--- src/rtl/i8088_bus_pkg.sv ---
// Shared definitions for the AXI-Lite to 8088 bus bridge.
//   bus_state_t : bus-cycle sequencer states (IDLE, T1..T4, TW, RESP)
//   IO_SEL_BIT  : AXI address bit that selects an IO cycle instead of memory
//   RESP_*      : AXI response codes
//   lane_byte() : selects byte lane L of a 32-bit word
package i8088_bus_pkg;

  typedef enum logic [2:0] {
    ST_IDLE,
    ST_T1,
    ST_T2,
    ST_T3,
    ST_TW,
    ST_T4,
    ST_RESP
  } bus_state_t;

  localparam int unsigned IO_SEL_BIT = 21;

  localparam logic [1:0] RESP_OKAY   = 2'b00;
  localparam logic [1:0] RESP_SLVERR = 2'b10;

  function automatic logic [7:0] lane_byte(input logic [31:0] w, input logic [1:0] l);
    return w[{l, 3'b000} +: 8];
  endfunction

endpackage

--- src/rtl/axi_i8088_bus_master_tstate_timer.sv ---
// T-state timer: counts AXI_CLK cycles within one 8088 T-state.
//   AXI_CLK  : clock
//   RESET    : async active-high reset
//   restart  : zero the count on the next edge (asserted when a state is entered)
//   t_end    : high on the last cycle of the current T-state
module i8088_tstate_timer #(
  parameter int unsigned CYCLES_PER_T = 4
) (
  input  logic AXI_CLK,
  input  logic RESET,
  input  logic restart,
  output logic t_end
);

  localparam logic [7:0] LAST = 8'(CYCLES_PER_T - 1);

  logic [7:0] cnt;

  assign t_end = (cnt == LAST);

  always_ff @(posedge AXI_CLK or posedge RESET) begin
    if (RESET) begin
      cnt <= '0;
    end else if (restart || t_end) begin
      cnt <= '0;
    end else begin
      cnt <= cnt + 8'd1;
    end
  end

endmodule

--- src/rtl/axi_i8088_bus_master.sv ---
// AXI-Lite slave that turns each single-beat access into one 8088 bus cycle.
//   AXI_CLK, RESET          : clock, async active-high reset
//   AXI_aw*/w*/b*           : AXI-Lite write channel (one byte lane used per access)
//   AXI_ar*/r*              : AXI-Lite read channel (byte replicated in all lanes)
//   A_bus, IO_nM_bus        : 20-bit address and IO/memory select, held T1..T4
//   ALE_bus, nRD_bus, nWR_bus : bus strobes
//   AD8_out_bus/enout/in    : multiplexed data path
//   READY_bus               : wait-state request, sampled at the end of T3/TW
module axi_i8088_bus_master
  import i8088_bus_pkg::*;
#(
  parameter int unsigned CYCLES_PER_T = 4,
  parameter int unsigned TIMEOUT_TW   = 64
) (
  input  logic        AXI_CLK,
  input  logic        RESET,
  input  logic [31:0] AXI_awaddr,
  input  logic        AXI_awvalid,
  output logic        AXI_awready,
  input  logic [31:0] AXI_wdata,
  input  logic [3:0]  AXI_wstrb,
  input  logic        AXI_wvalid,
  output logic        AXI_wready,
  output logic [1:0]  AXI_bresp,
  output logic        AXI_bvalid,
  input  logic        AXI_bready,
  input  logic [31:0] AXI_araddr,
  input  logic        AXI_arvalid,
  output logic        AXI_arready,
  output logic [31:0] AXI_rdata,
  output logic [1:0]  AXI_rresp,
  output logic        AXI_rvalid,
  input  logic        AXI_rready,
  output logic [19:0] A_bus,
  output logic [7:0]  AD8_out_bus,
  output logic        AD8_enout_bus,
  input  logic [7:0]  AD8_in_bus,
  output logic        ALE_bus,
  output logic        nRD_bus,
  output logic        nWR_bus,
  output logic        IO_nM_bus,
  input  logic        READY_bus
);

  localparam logic [9:0] TW_LIMIT = 10'(TIMEOUT_TW);

  bus_state_t  state;
  logic        run_en;     // low in reset and for one cycle after, keeps readies at 0
  logic        is_wr;
  logic [7:0]  wbyte;
  logic [1:0]  resp;
  logic [31:0] rd_data;
  logic [9:0]  tw_cnt;
  logic        t_end;
  logic        accept_wr;
  logic        accept_rd;

  logic unused_addr_bits;
  assign unused_addr_bits = ^{AXI_awaddr[31:22], AXI_awaddr[20], AXI_araddr[31:22], AXI_araddr[20]};

  assign accept_wr   = run_en && (state == ST_IDLE) && AXI_awvalid && AXI_wvalid;
  assign accept_rd   = run_en && (state == ST_IDLE) && AXI_arvalid && !(AXI_awvalid && AXI_wvalid);
  assign AXI_awready = accept_wr;
  assign AXI_wready  = accept_wr;
  assign AXI_arready = accept_rd;

  // Held in restart while idle so T1 starts with a fresh count; every
  // t_end thereafter coincides with a state entry.
  i8088_tstate_timer #(
    .CYCLES_PER_T(CYCLES_PER_T)
  ) u_timer (
    .AXI_CLK(AXI_CLK),
    .RESET  (RESET),
    .restart(state == ST_IDLE),
    .t_end  (t_end)
  );

  always_ff @(posedge AXI_CLK or posedge RESET) begin
    if (RESET) begin
      state         <= ST_IDLE;
      run_en        <= 1'b0;
      is_wr         <= 1'b0;
      wbyte         <= '0;
      resp          <= RESP_OKAY;
      rd_data       <= '0;
      tw_cnt        <= '0;
      A_bus         <= '0;
      IO_nM_bus     <= 1'b0;
      ALE_bus       <= 1'b0;
      nRD_bus       <= 1'b1;
      nWR_bus       <= 1'b1;
      AD8_out_bus   <= '0;
      AD8_enout_bus <= 1'b0;
      AXI_bvalid    <= 1'b0;
      AXI_bresp     <= '0;
      AXI_rvalid    <= 1'b0;
      AXI_rresp     <= '0;
      AXI_rdata     <= '0;
    end else begin
      run_en <= 1'b1;
      case (state)
        ST_IDLE: begin
          if (accept_wr) begin
            is_wr <= 1'b1;
            wbyte <= lane_byte(AXI_wdata, AXI_awaddr[1:0]);
            if (AXI_wstrb[AXI_awaddr[1:0]]) begin
              state     <= ST_T1;
              ALE_bus   <= 1'b1;
              A_bus     <= AXI_awaddr[19:0];
              IO_nM_bus <= AXI_awaddr[IO_SEL_BIT];
            end else begin
              // Addressed byte not enabled: no bus cycle, error straight away.
              state      <= ST_RESP;
              AXI_bvalid <= 1'b1;
              AXI_bresp  <= RESP_SLVERR;
            end
          end else if (accept_rd) begin
            is_wr     <= 1'b0;
            state     <= ST_T1;
            ALE_bus   <= 1'b1;
            A_bus     <= AXI_araddr[19:0];
            IO_nM_bus <= AXI_araddr[IO_SEL_BIT];
          end
        end
        ST_T1: begin
          if (t_end) begin
            state         <= ST_T2;
            ALE_bus       <= 1'b0;
            nRD_bus       <= is_wr;
            nWR_bus       <= !is_wr;
            AD8_enout_bus <= is_wr;
            AD8_out_bus   <= is_wr ? wbyte : '0;
          end
        end
        ST_T2: begin
          if (t_end) begin
            state <= ST_T3;
          end
        end
        ST_T3, ST_TW: begin
          if (t_end) begin
            if (READY_bus) begin
              state   <= ST_T4;
              nRD_bus <= 1'b1;
              nWR_bus <= 1'b1;
              resp    <= RESP_OKAY;
              rd_data <= {4{AD8_in_bus}};
            end else if ((state == ST_TW) && (tw_cnt == TW_LIMIT)) begin
              state   <= ST_T4;
              nRD_bus <= 1'b1;
              nWR_bus <= 1'b1;
              resp    <= RESP_SLVERR;
              rd_data <= '1;
            end else begin
              state  <= ST_TW;
              tw_cnt <= (state == ST_T3) ? 10'd1 : tw_cnt + 10'd1;
            end
          end
        end
        ST_T4: begin
          if (t_end) begin
            state         <= ST_RESP;
            AD8_enout_bus <= 1'b0;
            AD8_out_bus   <= '0;
            if (is_wr) begin
              AXI_bvalid <= 1'b1;
              AXI_bresp  <= resp;
            end else begin
              AXI_rvalid <= 1'b1;
              AXI_rresp  <= resp;
              AXI_rdata  <= rd_data;
            end
          end
        end
        ST_RESP: begin
          if ((AXI_bvalid && AXI_bready) || (AXI_rvalid && AXI_rready)) begin
            state      <= ST_IDLE;
            AXI_bvalid <= 1'b0;
            AXI_rvalid <= 1'b0;
          end
        end
        default: state <= ST_IDLE;
      endcase
    end
  end

endmodule

--- config.mk ---
export PLATFORM = sky130hd
export DESIGN_NAME = axi_i8088_bus_master
export DESIGN_NICKNAME = d
export VERILOG_FILES = /design/src/rtl/i8088_bus_pkg.sv /design/src/rtl/axi_i8088_bus_master_tstate_timer.sv /design/src/rtl/axi_i8088_bus_master.sv
export SDC_FILE = /design/constraint.sdc
export NUM_CORES = 1
export LEC_CHECK = 0
export ABC_CLOCK_PERIOD_IN_PS = 2700
export CAP_MARGIN = 25
export CORE_MARGIN = 2
export CORE_UTILIZATION = 39
export CTS_CLUSTER_DIAMETER = 60
export DETAILED_ROUTE_END_ITERATION = 6
export PLACE_DENSITY_LB_ADDON = 0.05
export SYNTH_ARGS = -nofsm -noshare
export SYNTH_HDL_FRONTEND = slang
export SYNTH_SLANG_ARGS = --single-unit
--- constraint.sdc ---
create_clock -name AXI_CLK -period 2.7 [get_ports AXI_CLK]
set_input_delay 0.405 -clock AXI_CLK [delete_from_list [all_inputs] [get_ports AXI_CLK]]
set_output_delay 0.405 -clock AXI_CLK [all_outputs]
set_load 0.02 [all_outputs]
-- Word level (Yosys, flattened, before mapping)
Cells that the tools add are included.
- bits of input ports: 116
- output and inout bits: 74
- logic and storage cells: 142
- register bits after elaboration: 136
- bitwise logic cells: 3
- reductions and logical operators: 36
- muxes and demuxes: 58
- $add $sub $neg: 2
- magnitude comparators: 1
- equal/unequal tests: 21
- shift operators: 1
- operators by type and width (kind ; count):
    32-bit two-way mux ; 2
    20-bit two-way mux ; 3
    8-bit two-way mux ; 4
    32-bit by 6-bit variable part select with 8-bit output ; 1
    1-bit two-way mux ; 24
    3-bit two-way mux ; 8
    3-bit one-hot mux with 6 select lines ; 1
    8-bit one-hot mux with 2 select lines ; 1
    4-bit AND reduction ; 4
    2-bit nonzero test ; 7
    2-bit two-way mux ; 6
    3-bit AND reduction ; 4
    6-bit AND reduction ; 2
    10-bit by 1-bit adder with 10-bit output (second input constant) ; 1
    10-bit by 7-bit == test with 1-bit output (second input constant) ; 1
    10-bit two-way mux ; 1
    2-bit by 1-bit != test with 1-bit output (second input constant) ; 5
    2-bit != test (second input constant) ; 5
    1-bit one-hot mux with 2 select lines ; 5
    3-bit == test (second input constant) ; 3
    1-bit logical AND ; 9
    3-bit != test (second input constant) ; 3
    8-bit by 1-bit adder with 8-bit output (second input constant) ; 1
    8-bit by 2-bit == test with 1-bit output (second input constant) ; 1
    other kinds (14) ; 20

-- Logic depth before layout (Yosys ltp)
Gate-level depths: netlist of the first run.
- word-level depth: 7
- mapped depth: 8
- depth with buffers taken out: 6

-- Hierarchy
From an unflattened synthesis of the first run, not the netlist that was laid out.
- cell total of the unflattened synthesis: 377
- area total of the unflattened synthesis: 4648.2 µm²
- by module, submodules not included (module ; area each (µm²) ; cells each ; times used ; sequential area each (µm²)):
    axi_i8088_bus_master ; 4241.6 ; 338 ; 1 ; 1929.4
    i8088_tstate_timer ; 406.6 ; 39 ; 1 ; 200.2

-- Worst setup path after synthesis of the first run
No wires, ideal clock.
- path kind: register to register
- from: reg state[0]
- to: reg A_bus[2]
- arrival time: 1911 ps
- library setup time: 128 ps
- buffers on the path: 1
- cell stages (with the launch flop): 6
- period minus slack after synthesis: 2038 ps
- slack: 662 ps
- path through: dfrtp_1 > or4b_4 > nor2_4 > buf_4 > mux2_2 > mux2_1
- word-level cells in the longest chain between the ends: 6
- elaborated cells on any way between the ends: 10
- those cells by class: eq/ne: 1; mux: 1; reduce/logical: 8
- ends and longest elaborated chain (element ; RTL line ; RTL):
    start, declared ; axi_i8088_bus_master.sv:47 ; bus_state_t state;
    start signal, assigned ; axi_i8088_bus_master.sv:80 ; state <= ST_IDLE;
    start signal, assigned ; axi_i8088_bus_master.sv:107 ; state <= ST_T1;
    start signal, assigned ; axi_i8088_bus_master.sv:113 ; state <= ST_RESP;
    3-bit zero test (*) ; axi_i8088_bus_master.sv:61, axi_i8088_bus_master.sv:62, axi_i8088_bus_master.sv:101 ;
    1-bit logical AND ; axi_i8088_bus_master.sv:61, axi_i8088_bus_master.sv:62 ;
    1-bit logical AND (on tied branches) (2 in a row) ; axi_i8088_bus_master.sv:61, axi_i8088_bus_master.sv:62 ;
    2-bit by 1-bit != test with 1-bit output (no source line) or 2-bit nonzero test (tied branches) ; - ;
    3-bit AND reduction (no source line) ; - ;
    end signal, assigned ; axi_i8088_bus_master.sv:109 ; A_bus <= AXI_awaddr[19:0];
    end signal, assigned ; axi_i8088_bus_master.sv:121 ; A_bus <= AXI_araddr[19:0];
    end, declared ; axi_i8088_bus_master.sv:34 ; output logic [19:0] A_bus,
Every way passes the cells marked *; elsewhere a longest branch is shown, timed or not.
A chain may end at the register's enable or synchronous reset.

-- Final worst setup path of the first run
- from: reg state[0]
- to: reg resp[1]
- word-level cells in the longest chain between the ends: 4
- elaborated cells on any way between the ends: 6
- those cells by class: eq/ne: 2; reduce/logical: 4
- ends and longest elaborated chain (element ; RTL line ; RTL):
    3-bit == test ; axi_i8088_bus_master.sv:101, axi_i8088_bus_master.sv:148 ;
    1-bit logical AND ; axi_i8088_bus_master.sv:148 ; end else if ((state == ST_TW) && (tw_cnt == TW_LIMIT)) begin
    2-bit nonzero test (no source line) ; - ;
    3-bit AND reduction (no source line) (*) ; - ;
    end signal, assigned ; axi_i8088_bus_master.sv:84 ; resp <= RESP_OKAY;
    end signal, assigned ; axi_i8088_bus_master.sv:146 ; resp <= RESP_OKAY;
    end signal, assigned ; axi_i8088_bus_master.sv:152 ; resp <= RESP_SLVERR;
    end, declared ; axi_i8088_bus_master.sv:51 ; logic [1:0] resp;
Marked as above.

==> impl_metrics.json, run 1 <==
{
  "timing.slew.headroom_pct": 38.0,
  "antenna_left": 0,
  "fin_skew_ps": 6.17,
  "netlist_area_um2": 4600,
  "initial_core_util_pct": 40.2,
  "io_buffers": 165,
  "antenna_found_initial": 0,
  "globalplace.congestion": 0.798,
  "path_max_fanout": 12,
  "worst_pin_slew_ps": 926,
  "viasPerCell": 5.27,
  "die_h_um": 113,
  "period_minus_slack_ps": 2360,
  "rsz0062_at_grt": "no",
  "h-tree-depth": 3,
  "first_pass_iters": 4,
  "r2r_setup_slack_ps": 340,
  "track_usage_pct": 17.8,
  "rr_endpoint": "resp[1]",
  "worstPathArrival_ps": 2610,
  "final_nets": 648,
  "yosysSeqAreaShare_pct": 46.3,
  "cts_tree": "built",
  "vias": 3561,
  "holdWs_ps": 322,
  "place_hpwl_um": 8210,
  "synth_top_area_share_pct": 45.1,
  "hold_class": "input pin to async pin",
  "synth_warnings": 0,
  "setup_viol": 0,
  "cts_made_buffers": 9,
  "hold_viol": 0,
  "ios": 190,
  "synth_area_leaders": "dfrtp_1 (45%), mux2_2 (14%), buf_4 (4.9%), mux4_1 (2.9%), a31oi_1 (2.3%)",
  "postSynthCellCount": 388,
  "grt-ovfl-total": 0,
  "die_w_um": 113,
  "clockRootBuffer": "clkbuf_16",
  "r2r_cells": 5,
  "clock_sinks": 85,
  "fillers": 1006,
  "synth_edf_count": 0,
  "ir_worst_vdd_mv": 0.527,
  "power.leakage_uw": 0.00274,
  "fin_crit_sh_pct": 87.3,
  "ys_seq_elements": 85,
  "async_flop_share_pct": 100,
  "grt_pass1_wl_um": 18400,
  "placed_area_um2": 6240,
  "endpoint_kind": "flop",
  "synth.distinct_cells": 69,
  "totalWireLength_um": 10900,
  "r2r_start": "state[0]",
  "path_class": "flop to flop",
  "finalSetupTns_ps": 0,
  "status": "completed",
  "path_clk_slew_ps": 60,
  "grt_max_degree": 49,
  "cp-start-kind": "flop",
  "synth.avg_cell_area_um2": 11.9,
  "wl_per_cell_um": 16.2,
  "num_rows": 39,
  "grt_pass1_vias": 3780,
  "drv_slew": 0,
  "insertion_delay_ps": 340,
  "remaining_drc_errors": 0,
  "die_area_um2": 12700,
  "cts_buffer_depth": 2,
  "startpoint": "state[0]",
  "dr.first_iter.drc_count": 152,
  "synth-main-ff-cell": "dfrtp_1",
  "fin_ws_ps": 344,
  "coreArea_um2": 11500,
  "fin_area_um2": 6520,
  "drive_gt1_share_pct": 21.0,
  "required_ps": 2960,
  "synth.largest_area_cell": "dfrtp_1",
  "p_per_area_nw_per_um2": 902,
  "fmax_mhz": 424,
  "hold_buffers": 0,
  "area_growth_syn_to_layout_pct": 41.6,
  "pre_cts_slack_ps": 69.2,
  "antenna_cells": 0,
  "drv_cap": 0
}
layout by cell type (no fill, tap or decap), drive strengths merged, types with 4 or more instances in the layout:
cell,count
a22o,8
a21oi,6
clkinv,5
nand2,14
o41ai,5
mux2i,4
mux4,9
inv,15
and2,5
nor3,5
xor2,4
clkdlybuf4s50,162
dfrtp,83
o21ai,4
nor2,14
buf,14
o31ai,5
nand3,8
clkbuf,10
and3,5
nand4,5
nor2b,4
nor4,4
mux2,61
a31oi,17
Yosys cell counts (3+ instances only):
| master | number |
|---|---|
| nor4_1 | 3 |
| and2_1 | 5 |
| ha_1 | 3 |
| mux4_2 | 4 |
| a31oi_1 | 17 |
| a21oi_1 | 5 |
| inv_1 | 16 |
| o41ai_1 | 5 |
| nand4_1 | 5 |
| o22ai_1 | 3 |
| buf_4 | 30 |
| mux2i_1 | 4 |
| mux2_2 | 59 |
| o31ai_1 | 5 |
| mux4_1 | 5 |
| a41oi_1 | 3 |
| dfrtp_1 | 83 |
| a22o_1 | 8 |
| or3_1 | 3 |
| nand3_1 | 8 |
| nor2_1 | 12 |
| nor2b_1 | 4 |
| buf_2 | 8 |
| and3_1 | 5 |
| xor2_1 | 4 |
| nand2_1 | 13 |
| nor3_1 | 4 |
| clkbuf_1 | 8 |
| o21ai_0 | 3 |
timing repair:
action,CTS,global route
buffers inserted,0,0
setup endpoints to repair,0,3
gates resized for setup,0,3
per-stage QoR:
stage	utilization [%]	total power [uW]	std cells
global placement	54.5	4750	661
detailed placement	54.5	4800	661
CTS	56.8	5950	676
finish	56.8	5880	676
global route	56.8	6250	676
floorplan	-	3730	389
kinds of logic after synthesis:
family | synth area share (%)
other | 0.163
adder cells (fa/ha/maj) | 0.815
XOR/XNOR | 1.14
flip-flops | 46.2
multiplexers | 20.6
AND/OR/NAND/NOR | 10.8
AO/OA/AOI/OAI | 11.8
buffers and inverters | 8.37
final cells by class:
class | instances | area (um^2) | share of cell area (%)
repair buffers | 179 | 1790 | 27.4
multi-input cells | 238 | 2090 | 32.1
inverters | 16 | 61.3 | 0.940
well taps | 143 | 179 | 2.74
flip-flops and latches | 85 | 2130 | 32.7
clock buffers | 10 | 239 | 3.67
clock inverters | 5 | 27.5 | 0.422
metal layers:
layer,global-route usage (%),share of wire (%),vias up
met1,22.8,42,1721
met3,5.83,7.7,13
met5,0,0,-
met2,29.2,49,130
met4,4.88,1.3,0
li1,-,-,1697
worst max-delay path, cell delays in order (launching register included):
cell     delay (ps)
dfrtp_1         470
buf_4           200
and3b_1         400
nor2_1          310
nor3_2          630
mux2i_1         250
registers in the layout, indices dropped and copies added (netlist names), 3 cells and up:
signal,flops
state,3
AD8_out_bus,8
wbyte,8
tw_cnt,10
rd_data,8
AXI_rdata,8
u_timer.cnt,8
A_bus,20
where the power goes:
group	total (uW)	switching (uW)	leakage, uW	internal, uW
sequential	2110	341	0.00106	1770
combinational	2650	1300	0.00155	1350
clock	1120	483	0.000134	636
worst max path at each step:
stage	to	slack, ps	cells after the start
floorplan	AD8_enout_bus	100	1
global placement	IO_nM_bus	60	6
detailed placement	A_bus[6]	70	6
CTS	AXI_wready	40	3
global route	resp[1]	180	5
finish	resp[1]	340	5
(Power assumes the default switching activity.)
==> inputs of run 2 (changes only) <==
CORE_ASPECT_RATIO = 0.5   (was not set)
CTS_BUF_LIST = sky130_fd_sc_hd__clkbuf_16   (was not set)
==> run 2 against run 1 <==
  * Global-route usage increased by 1.1 points
  * Sequential share of layout area fell by 0.35 points
  * Cell count up 3.0%
  * First-iteration DRC count is 34% lower
  * Sequential power about the same
  * Total power up 2.0%
  * Critical endpoint is now AXI_wready
==> impl_metrics.json, run 2 (same netlist as run 1, synthesis figures left out) <==
{
  "status": "completed",
  "cts_made_buffers": 9,
  "h-tree-depth": 3,
  "fillers": 978,
  "area_growth_syn_to_layout_pct": 43.1,
  "remaining_drc_errors": 0,
  "insertion_delay_ps": 340,
  "dr.first_iter.drc_count": 100,
  "final_nets": 651,
  "rsz0062_at_grt": "no",
  "finalSetupTns_ps": 0,
  "worst_pin_slew_ps": 666,
  "largest-register": "A_bus",
  "crit_chain": "or4b_4 -> nor2_4 -> dlymetal6s2s_1",
  "fin_crit_sh_pct": 84.7,
  "viasPerCell": 5.07,
  "die_area_um2": 12700,
  "final_common_cell": "clkdlybuf4s50_1",
  "totalWireLength_um": 11400,
  "cp_top_family": "simple AND/OR/NAND/NOR gates",
  "path_max_fanout": 10,
  "required_ps": 2300,
  "worstPathArrival_ps": 1880,
  "cts_tree": "built",
  "antenna_left": 0,
  "pre_cts_slack_ps": 264,
  "period_minus_slack_ps": 2290,
  "drive_gt1_share_pct": 21.2,
  "first_pass_iters": 4,
  "cp.buffers_inverters": 1,
  "globalplace.congestion": 0.722,
  "p_per_area_nw_per_um2": 910,
  "timing.slew.headroom_pct": 55.6,
  "cts_buffer_depth": 2,
  "io_buffers": 165,
  "num_rows": 27,
  "most-common-layout-cells": "clkdlybuf4s50_1 (162), dfrtp_1 (83), mux2_2 (59)",
  "die_w_um": 158,
  "place_hpwl_um": 8410,
  "initial_core_util_pct": 40.9,
  "antenna_cells": 0,
  "grt_max_degree": 44,
  "track_usage_pct": 18.9,
  "clock_sinks": 85,
  "cts_setup_buffers": 0,
  "path_clk_slew_ps": 60,
  "antenna_found_initial": 0,
  "fin_ws_ps": 413,
  "endpoint_kind": "output pin",
  "reg_top3": "A_bus: 20 flops, tw_cnt: 10 flops",
  "setup_viol": 0,
  "coreArea_um2": 11200,
  "wl_per_cell_um": 16.4,
  "drv_slew": 0,
  "hold_viol": 0,
  "grt_pass1_wl_um": 18400,
  "dp_cells": 680,
  "grt-ovfl-total": 0,
  "ir_worst_vdd_mv": 0.349,
  "cp-start-kind": "flop",
  "grt_pass1_vias": 3606,
  "power.leakage_uw": 0.00277,
  "die_h_um": 80.8,
  "largest_register_ffs": 20,
  "vias": 3532,
  "fin_cells": 696,
  "hold_class": "input pin to async pin",
  "ios": 190,
  "path_class": "flop to output pin",
  "fmax_mhz": 437,
  "cp_slowest_cell": "or4b_4",
  "clockRootBuffer": "clkbuf_16",
  "critical_path.max_stage_delay_ps": 620,
  "drv_cap": 0,
  "fin_skew_ps": 4.88
}
## run 2: path summary, 6_finish.rpt
check	slack [ps]	endpoint	depth (start not counted)	startpoint
worst max-delay path	410	AXI_wready	3	state[0]
worst min-delay path	370	A_bus[11]	2	RESET
worst max register to register	430	A_bus[13]	5	state[0]
worst min register to register	480	AD8_enout_bus	1	AD8_enout_bus
max in group asynchronous	1710	nRD_bus	3	RESET
min in group AXI_CLK	480	AD8_enout_bus	1	AD8_enout_bus
## run 2: routing by layer
metal | wire length, um | up-vias | track usage, %
met1 | 5120 | 1696 | 23.9
met4 | 124 | 0 | 5.82
met3 | 996 | 12 | 8.27
li1 | - | 1695 | -
met5 | 0 | - | 0
met2 | 5180 | 129 | 29.6
## run 2: final cells by class
type                            instances  area (um^2)  area share [%]
Clock buffer                            9          225            3.42
Multi-Input combinational cell        238         2090            31.8
Sequential cell                        85         2130            32.3
Inverter                               16         61.3           0.930
Timing Repair Buffer                  182         1820            27.7
Tap cell                              159          199            3.02
Clock inverter                          7         57.6           0.873
## run 2: where the power goes
group	switching, uW	internal [uW]
combinational	1290	1370
sequential	356	1770
clock	501	703
## run 2: metrics by stage
step	util [%]	cell area, um^2	total power [uW]	hold slack (ps)
6_report	58.6	6590	6000	372
5_1_grt	58.6	6590	6390	416
4_1_cts	58.5	6580	6070	389
3_5_place_dp	56.0	6300	4840	469
3_3_place_gp	56.0	6300	4810	464
2_1_floorplan	-	4610	3730	447
## run 2: repair_timing
item | 4_1_cts | 5_1_grt
gates resized for setup | 0 | 3
hold buffers | 0 | 0
setup endpoints to repair | 0 | 3
